$ cat src/rtl/snap_pkg.sv
// Shared types for the snapshot-capture block: FSM states, default widths, snapshot record.
// The wrap field of snap_rec_t only carries data when SNAP_WRAP_CNT_EN is defined.
package snap_pkg;

  localparam int SNAP_W_DEF      = 32;
  localparam int SNAP_WRAP_W_DEF = 8;

  typedef enum logic {
    ST_IDLE = 1'b0,
    ST_HELD = 1'b1
  } snap_state_e;

  typedef struct packed {
    logic [SNAP_W_DEF-1:0]      cnt;
    logic [SNAP_WRAP_W_DEF-1:0] wrap;
  } snap_rec_t;

  // Sticky flag update where a same-cycle set beats a clear.
  function automatic logic sticky_next(input logic set, input logic clr, input logic cur);
    return set ? 1'b1 : (clr ? 1'b0 : cur);
  endfunction

endpackage

$ cat src/rtl/snap_counter.sv
// Free-running count with synchronous clear (clear beats enable); next-edge update.
// With SNAP_WRAP_CNT_EN, also counts enable-driven wraps of the main counter.
module snap_counter
  import snap_pkg::*;
#(
  parameter int W = SNAP_W_DEF
`ifdef SNAP_WRAP_CNT_EN
  , parameter int WRAP_W = SNAP_WRAP_W_DEF
`endif
) (
  input  logic              clk,
  input  logic              rst,
  input  logic              cnt_en,
  input  logic              cnt_clr,
`ifdef SNAP_WRAP_CNT_EN
  output logic [WRAP_W-1:0] wrap,
`endif
  output logic [W-1:0]      cnt
);

  logic [W-1:0] cnt_d, cnt_q;

  always_comb begin
    cnt_d = cnt_q;
    if (cnt_clr) begin
      cnt_d = '0;
    end else if (cnt_en) begin
      cnt_d = cnt_q + W'(1);
    end
  end

  always_ff @(posedge clk or posedge rst) begin
    if (rst) begin
      cnt_q <= '0;
    end else begin
      cnt_q <= cnt_d;
    end
  end

  assign cnt = cnt_q;

`ifdef SNAP_WRAP_CNT_EN
  logic [WRAP_W-1:0] wrap_d, wrap_q;

  // A clear zeroes both counters, so it never registers as a wrap.
  always_comb begin
    wrap_d = wrap_q;
    if (cnt_clr) begin
      wrap_d = '0;
    end else if (cnt_en && (&cnt_q)) begin
      wrap_d = wrap_q + WRAP_W'(1);
    end
  end

  always_ff @(posedge clk or posedge rst) begin
    if (rst) begin
      wrap_q <= '0;
    end else begin
      wrap_q <= wrap_d;
    end
  end

  assign wrap = wrap_q;
`endif

endmodule

$ cat src/rtl/snap_capture.sv
// Live counter with a depth-2 snapshot queue (hold + pending) for CPU readback; capture visible next cycle.
// No backpressure: cap_req with a full queue is dropped and flags sticky overrun. SNAP_WRAP_CNT_EN adds wrap_cnt.
module snap_capture
  import snap_pkg::*;
#(
  parameter int W = SNAP_W_DEF
`ifdef SNAP_WRAP_CNT_EN
  , parameter int WRAP_W = SNAP_WRAP_W_DEF
`endif
) (
  input  logic              clk,
  input  logic              rst,
  input  logic              cnt_en,
  input  logic              cnt_clr,
  input  logic              cap_req,
  input  logic              rd_ack,
  input  logic              ovr_clr,
  output logic [W-1:0]      q_out,
  output logic              snap_valid,
  output logic              pend_valid,
`ifdef SNAP_WRAP_CNT_EN
  output logic [WRAP_W-1:0] wrap_cnt,
`endif
  output logic              overrun
);

`ifdef SNAP_WRAP_CNT_EN
  typedef struct packed {
    logic [W-1:0]      cnt;
    logic [WRAP_W-1:0] wrap;
  } rec_t;
`else
  typedef struct packed {
    logic [W-1:0] cnt;
  } rec_t;
`endif

  rec_t        live;
  rec_t        hold_d, hold_q;
  rec_t        pend_d, pend_q;
  rec_t        out_rec;
  logic        pend_valid_d, pend_valid_q;
  logic        overrun_d, overrun_q;
  logic        ovr_set;
  snap_state_e state_d, state_q;

  snap_counter #(
    .W      (W)
`ifdef SNAP_WRAP_CNT_EN
    , .WRAP_W (WRAP_W)
`endif
  ) u_counter (
    .clk     (clk),
    .rst     (rst),
    .cnt_en  (cnt_en),
    .cnt_clr (cnt_clr),
`ifdef SNAP_WRAP_CNT_EN
    .wrap    (live.wrap),
`endif
    .cnt     (live.cnt)
  );

  always_ff @(posedge clk or posedge rst) begin
    if (rst) begin
      state_q <= ST_IDLE;
    end else begin
      state_q <= state_d;
    end
  end

  // Leaving HELD needs an ack with nothing queued behind and no new request.
  always_comb begin
    state_d = state_q;
    case (state_q)
      ST_IDLE: if (cap_req) state_d = ST_HELD;
      ST_HELD: if (rd_ack && !cap_req && !pend_valid_q) state_d = ST_IDLE;
      default: state_d = ST_IDLE;
    endcase
  end

  always_comb begin
    out_rec    = (state_q == ST_HELD) ? hold_q : live;
    snap_valid = (state_q == ST_HELD);
  end

  assign q_out      = out_rec.cnt;
  assign pend_valid = pend_valid_q;
  assign overrun    = overrun_q;
`ifdef SNAP_WRAP_CNT_EN
  assign wrap_cnt   = out_rec.wrap;
`endif

  // Captures always sample the pre-edge registered count, so a same-cycle clear does not affect them.
  always_comb begin
    hold_d       = hold_q;
    pend_d       = pend_q;
    pend_valid_d = pend_valid_q;
    ovr_set      = 1'b0;
    case (state_q)
      ST_IDLE: begin
        if (cap_req) hold_d = live;
      end
      ST_HELD: begin
        if (rd_ack && cap_req) begin
          if (pend_valid_q) begin
            hold_d = pend_q;
            pend_d = live;
          end else begin
            hold_d = live;
          end
        end else if (rd_ack) begin
          if (pend_valid_q) begin
            hold_d       = pend_q;
            pend_valid_d = 1'b0;
          end
        end else if (cap_req) begin
          if (pend_valid_q) begin
            ovr_set = 1'b1;
          end else begin
            pend_d       = live;
            pend_valid_d = 1'b1;
          end
        end
      end
      default: ;
    endcase
    overrun_d = sticky_next(ovr_set, ovr_clr, overrun_q);
  end

  always_ff @(posedge clk or posedge rst) begin
    if (rst) begin
      hold_q       <= '0;
      pend_q       <= '0;
      pend_valid_q <= 1'b0;
      overrun_q    <= 1'b0;
    end else begin
      hold_q       <= hold_d;
      pend_q       <= pend_d;
      pend_valid_q <= pend_valid_d;
      overrun_q    <= overrun_d;
    end
  end

endmodule
$ cat config.mk
export PLATFORM = sky130hd
export DESIGN_NAME = snap_capture
export DESIGN_NICKNAME = d
export VERILOG_FILES = /design/src/rtl/snap_pkg.sv /design/src/rtl/snap_counter.sv /design/src/rtl/snap_capture.sv
export SDC_FILE = /design/constraint.sdc
export NUM_CORES = 1
export LEC_CHECK = 0
export CAP_MARGIN = 20
export CORE_MARGIN = 8
export CORE_UTILIZATION = 40
export CTS_CLUSTER_DIAMETER = 120
export DETAILED_ROUTE_END_ITERATION = 12
export PLACE_DENSITY = 0.56
export SYNTH_ARGS = -nofsm -noshare
export SYNTH_HDL_FRONTEND = slang
export SYNTH_SLANG_ARGS = --single-unit
$ cat constraint.sdc
create_clock -name clk -period 3.72 [get_ports clk]
set_clock_uncertainty 0.05 [all_clocks]
set_input_delay 0.372 -clock clk [delete_from_list [all_inputs] [get_ports clk]]
set_output_delay 0.372 -clock clk [all_outputs]
set_load 0.01 [all_outputs]
==> impl_metrics.toml <==
[yosys]
ys_async_sr_fraction_pct = 100.0
synthSimpleGateAreaFrac_pct = 12.51
synth_top_family_by_area = "multiplexers"
ys_top_cells_by_count = "99 x dfrtp_1, 62 x mux2_2, 49 x a21oi_1, 49 x nor2_1, 33 x mux2i_1"
synth_compound_area_share_pct = 9.038
synth.top_cell.area_share_pct = 49.85
ys_types = 39
post-synth-top-count-cell = "dfrtp_1"
ys_ff_latch = 99
synth_area_per_cell_sq_um = 10.85
yosysTopAreaCell = "dfrtp_1"
syn-cell-area_sq_um = 4970
yosys_most_used_dff = "dfrtp_1"
synthXorXnorAreaFrac_pct = 2.115
ys_warn_count = 0
synth_nets = 468
synth_area_leaders = "dfrtp_1 50%, mux2_2 14%, mux2i_1 6.6%, a21oi_1 4.9%, nor2_1 3.7%"
synth_fa_ha_area_share_pct = 0.7553
synth_edf_count = 0
synthMuxAreaShare_pct = 20.69
syn_inst = 458
yosysSeqAreaShare_pct = 49.85

[worst_setup_path]
cp.arrival_ns = 2.33
cpMaxStageDelayCell = "dfrtp_2"
worst_setup_path_end_kind = "output port"
cp_max_fo = 45
crit_chain = "mux2_2 -> clkdlybuf4s50_1"
critPathKind = "reg -> out"
start_kind = "flop"
required_ns = 3.30
slowest_delay_ns = 1.06

[floorplanning]
die-area_sq_um = 16250
dieWidth_um = 127.5
start_util_pct = 41.20
die_h_um = 127.5
ioPinCount = 42
rows = 40
core_area_sq_um = 12060

[global_route]
grt.overflow.total = 0
grt_pass1_wl_um = 17910
use_met3_pct = 3.286
grtUsageMet1_pct = 16.79
grt_usage_pct = 13.62
first_global_vias = 3561
antenna_found_initial = 0
gr-max-usage-layer = "met2"
grt_max_degree = 55
met2_usage_pct = 22.21

[drt]
dr.pass1.iters = 4
ant_nets = 0
drt_iter0_drc = 228
num_vias = 3441
drt-total-wl_um = 10250
vias_per_cell = 5.286
wl_per_cell_um = 15.75
drc = 0

[clock_tree]
postCtsSetupBuffers = 0
cts_root_buf = "clkbuf_16"
clockBufferDepth = 2
clkTransAtPathRegs_ns = 0.07
cts_hold_buf = 0
clock_latency_ns = 0.35
cts-resized-gates = 0
numCtsBuffers = 9
htreeDepth = 3
cts_tree = "yes"
clock-sinks = 99

[pwr]
p_leak_nw = 2.432
ir_drop_mv = 0.2264
p_per_area_nw_per_um2 = 571.1

[layout]
areaGrowthSynthToFinish_pct = 16.69
layout.nets = 488
drive_above_1_share_pct = 19.88
n_antenna_cell = 0

[place]
routabilityCongestion = 0.7116
port_buffers = 41
dp_hpwl_um = 6686
preCtsSetupSlack_ns = 0.7921

[timing]
fmax_mhz = 362.9
hold_ws_ns = 0.4289
setup_ws_ns = 0.9646
tightest_slew_ns = 1.046
slew_headroom_pct = 30.25
min_period_ns = 2.755
slew_violations = 0
hold_violations = 0
period_share_pct = 74.07
fin_setup_tns_ns = 0
rsz0062_at_grt = "no"
final-setup-viol-count = 0

[status]
status = "complete, no violations"

[worst_hold_path]
hold_path.class = "in -> async"

[run]
drv_cap = 0
worst max-delay path, delay by kind of cell, from the launching register on:
family	cells	cell delay (ns)
buf+inv	1	0.49
mux	1	0.43
flops	1	1.06
per-layer routing:
layer	vias up	part of all wire, %	routed length, um
li1	1675	-	-
met1	1713	47	4812
met2	39	47	4864
met3	14	3.9	398
met4	0	1.7	175
met5	-	0	0
placed cells by master, fill, tap and decap left out, types with 3 or more instances in the layout:
master / synthesis / final
a21oi_1: 49 / 49
buf_4: 3 / 5
clkbuf_16: 0 / 9
clkdlybuf4s50_1: 0 / 41
dfrtp_1: 99 / 98
ha_1: 3 / 3
inv_1: 9 / 8
mux2_2: 62 / 62
mux2i_1: 33 / 33
nand2_1: 17 / 17
nand3_1: 6 / 6
nand4_1: 10 / 10
nor2_1: 49 / 49
nor3_1: 4 / 4
nor4_1: 5 / 5
o21ai_0: 11 / 11
o31ai_1: 12 / 12
or2_2: 3 / 3
or3_1: 4 / 4
or4_1: 16 / 16
xnor2_1: 8 / 8
xor2_1: 4 / 4
area by class of cell:
cell class,count,area [sq um]
clock buffer,11,252.7
clock inverter,5,85.08
fill,1139,6262
inverter,9,36.28
multi-input combinational,312,2268
sequential,99,2479
tap,168,210.2
timing repair buffer,47,467.9
cell families after synthesis:
kind of cell | count (synthesis)
xor gates and xnor gates | 12
and+or+nand+nor | 123
adders and majority gates | 3
buffers and inverters | 47
muxes | 95
AOI/OAI and AO/OA | 79
DFF | 99
flip-flops by register name, summed over array words and instances (netlist names):
name and cells:
pend_q 32, overrun 1, u_counter.cnt 32, snap_valid 1, hold_q 32, pend_valid 1
where the power goes:
group          total (mW)  switching (mW)  internal, mW
Clock                1.05           0.417         0.629
Sequential           1.36           0.119          1.24
Combinational       0.909           0.397         0.512
Total                3.31           0.933          2.38
through the flow:
step / instances / power, mW / cell area (sq um) / util [%]
after CTS: 651 / 3.373 / 5799 / 48.08
after global routing: 651 / 3.506 / 5799 / 48.08
after floorplan: 458 / 1.885 / 4970 / -
after global placement: 635 / 2.292 / 5461 / 45.28
final: 651 / 3.312 / 5799 / 48.08
after detailed placement: 635 / 2.310 / 5461 / 45.28
final timing paths:
kind,cells past startpoint,startpoint,slack [ns],end
setup / recovery,2,snap_valid$_DFF_PP0_,0.96,q_out[5]
setup reg to reg,5,snap_valid$_DFF_PP0_,1.17,hold_q[12]$_DFFE_PP0P_
min in group clk,1,pend_q[29]$_DFFE_PP0P_,0.46,pend_q[29]$_DFFE_PP0P_
hold reg to reg,1,pend_q[29]$_DFFE_PP0P_,0.46,pend_q[29]$_DFFE_PP0P_
hold / removal,2,rst,0.43,hold_q[5]$_DFFE_PP0P_
max in group asynchronous,3,rst,2.47,pend_q[25]$_DFFE_PP0P_
No activity file was read; power rests on OpenSTA's default activity.
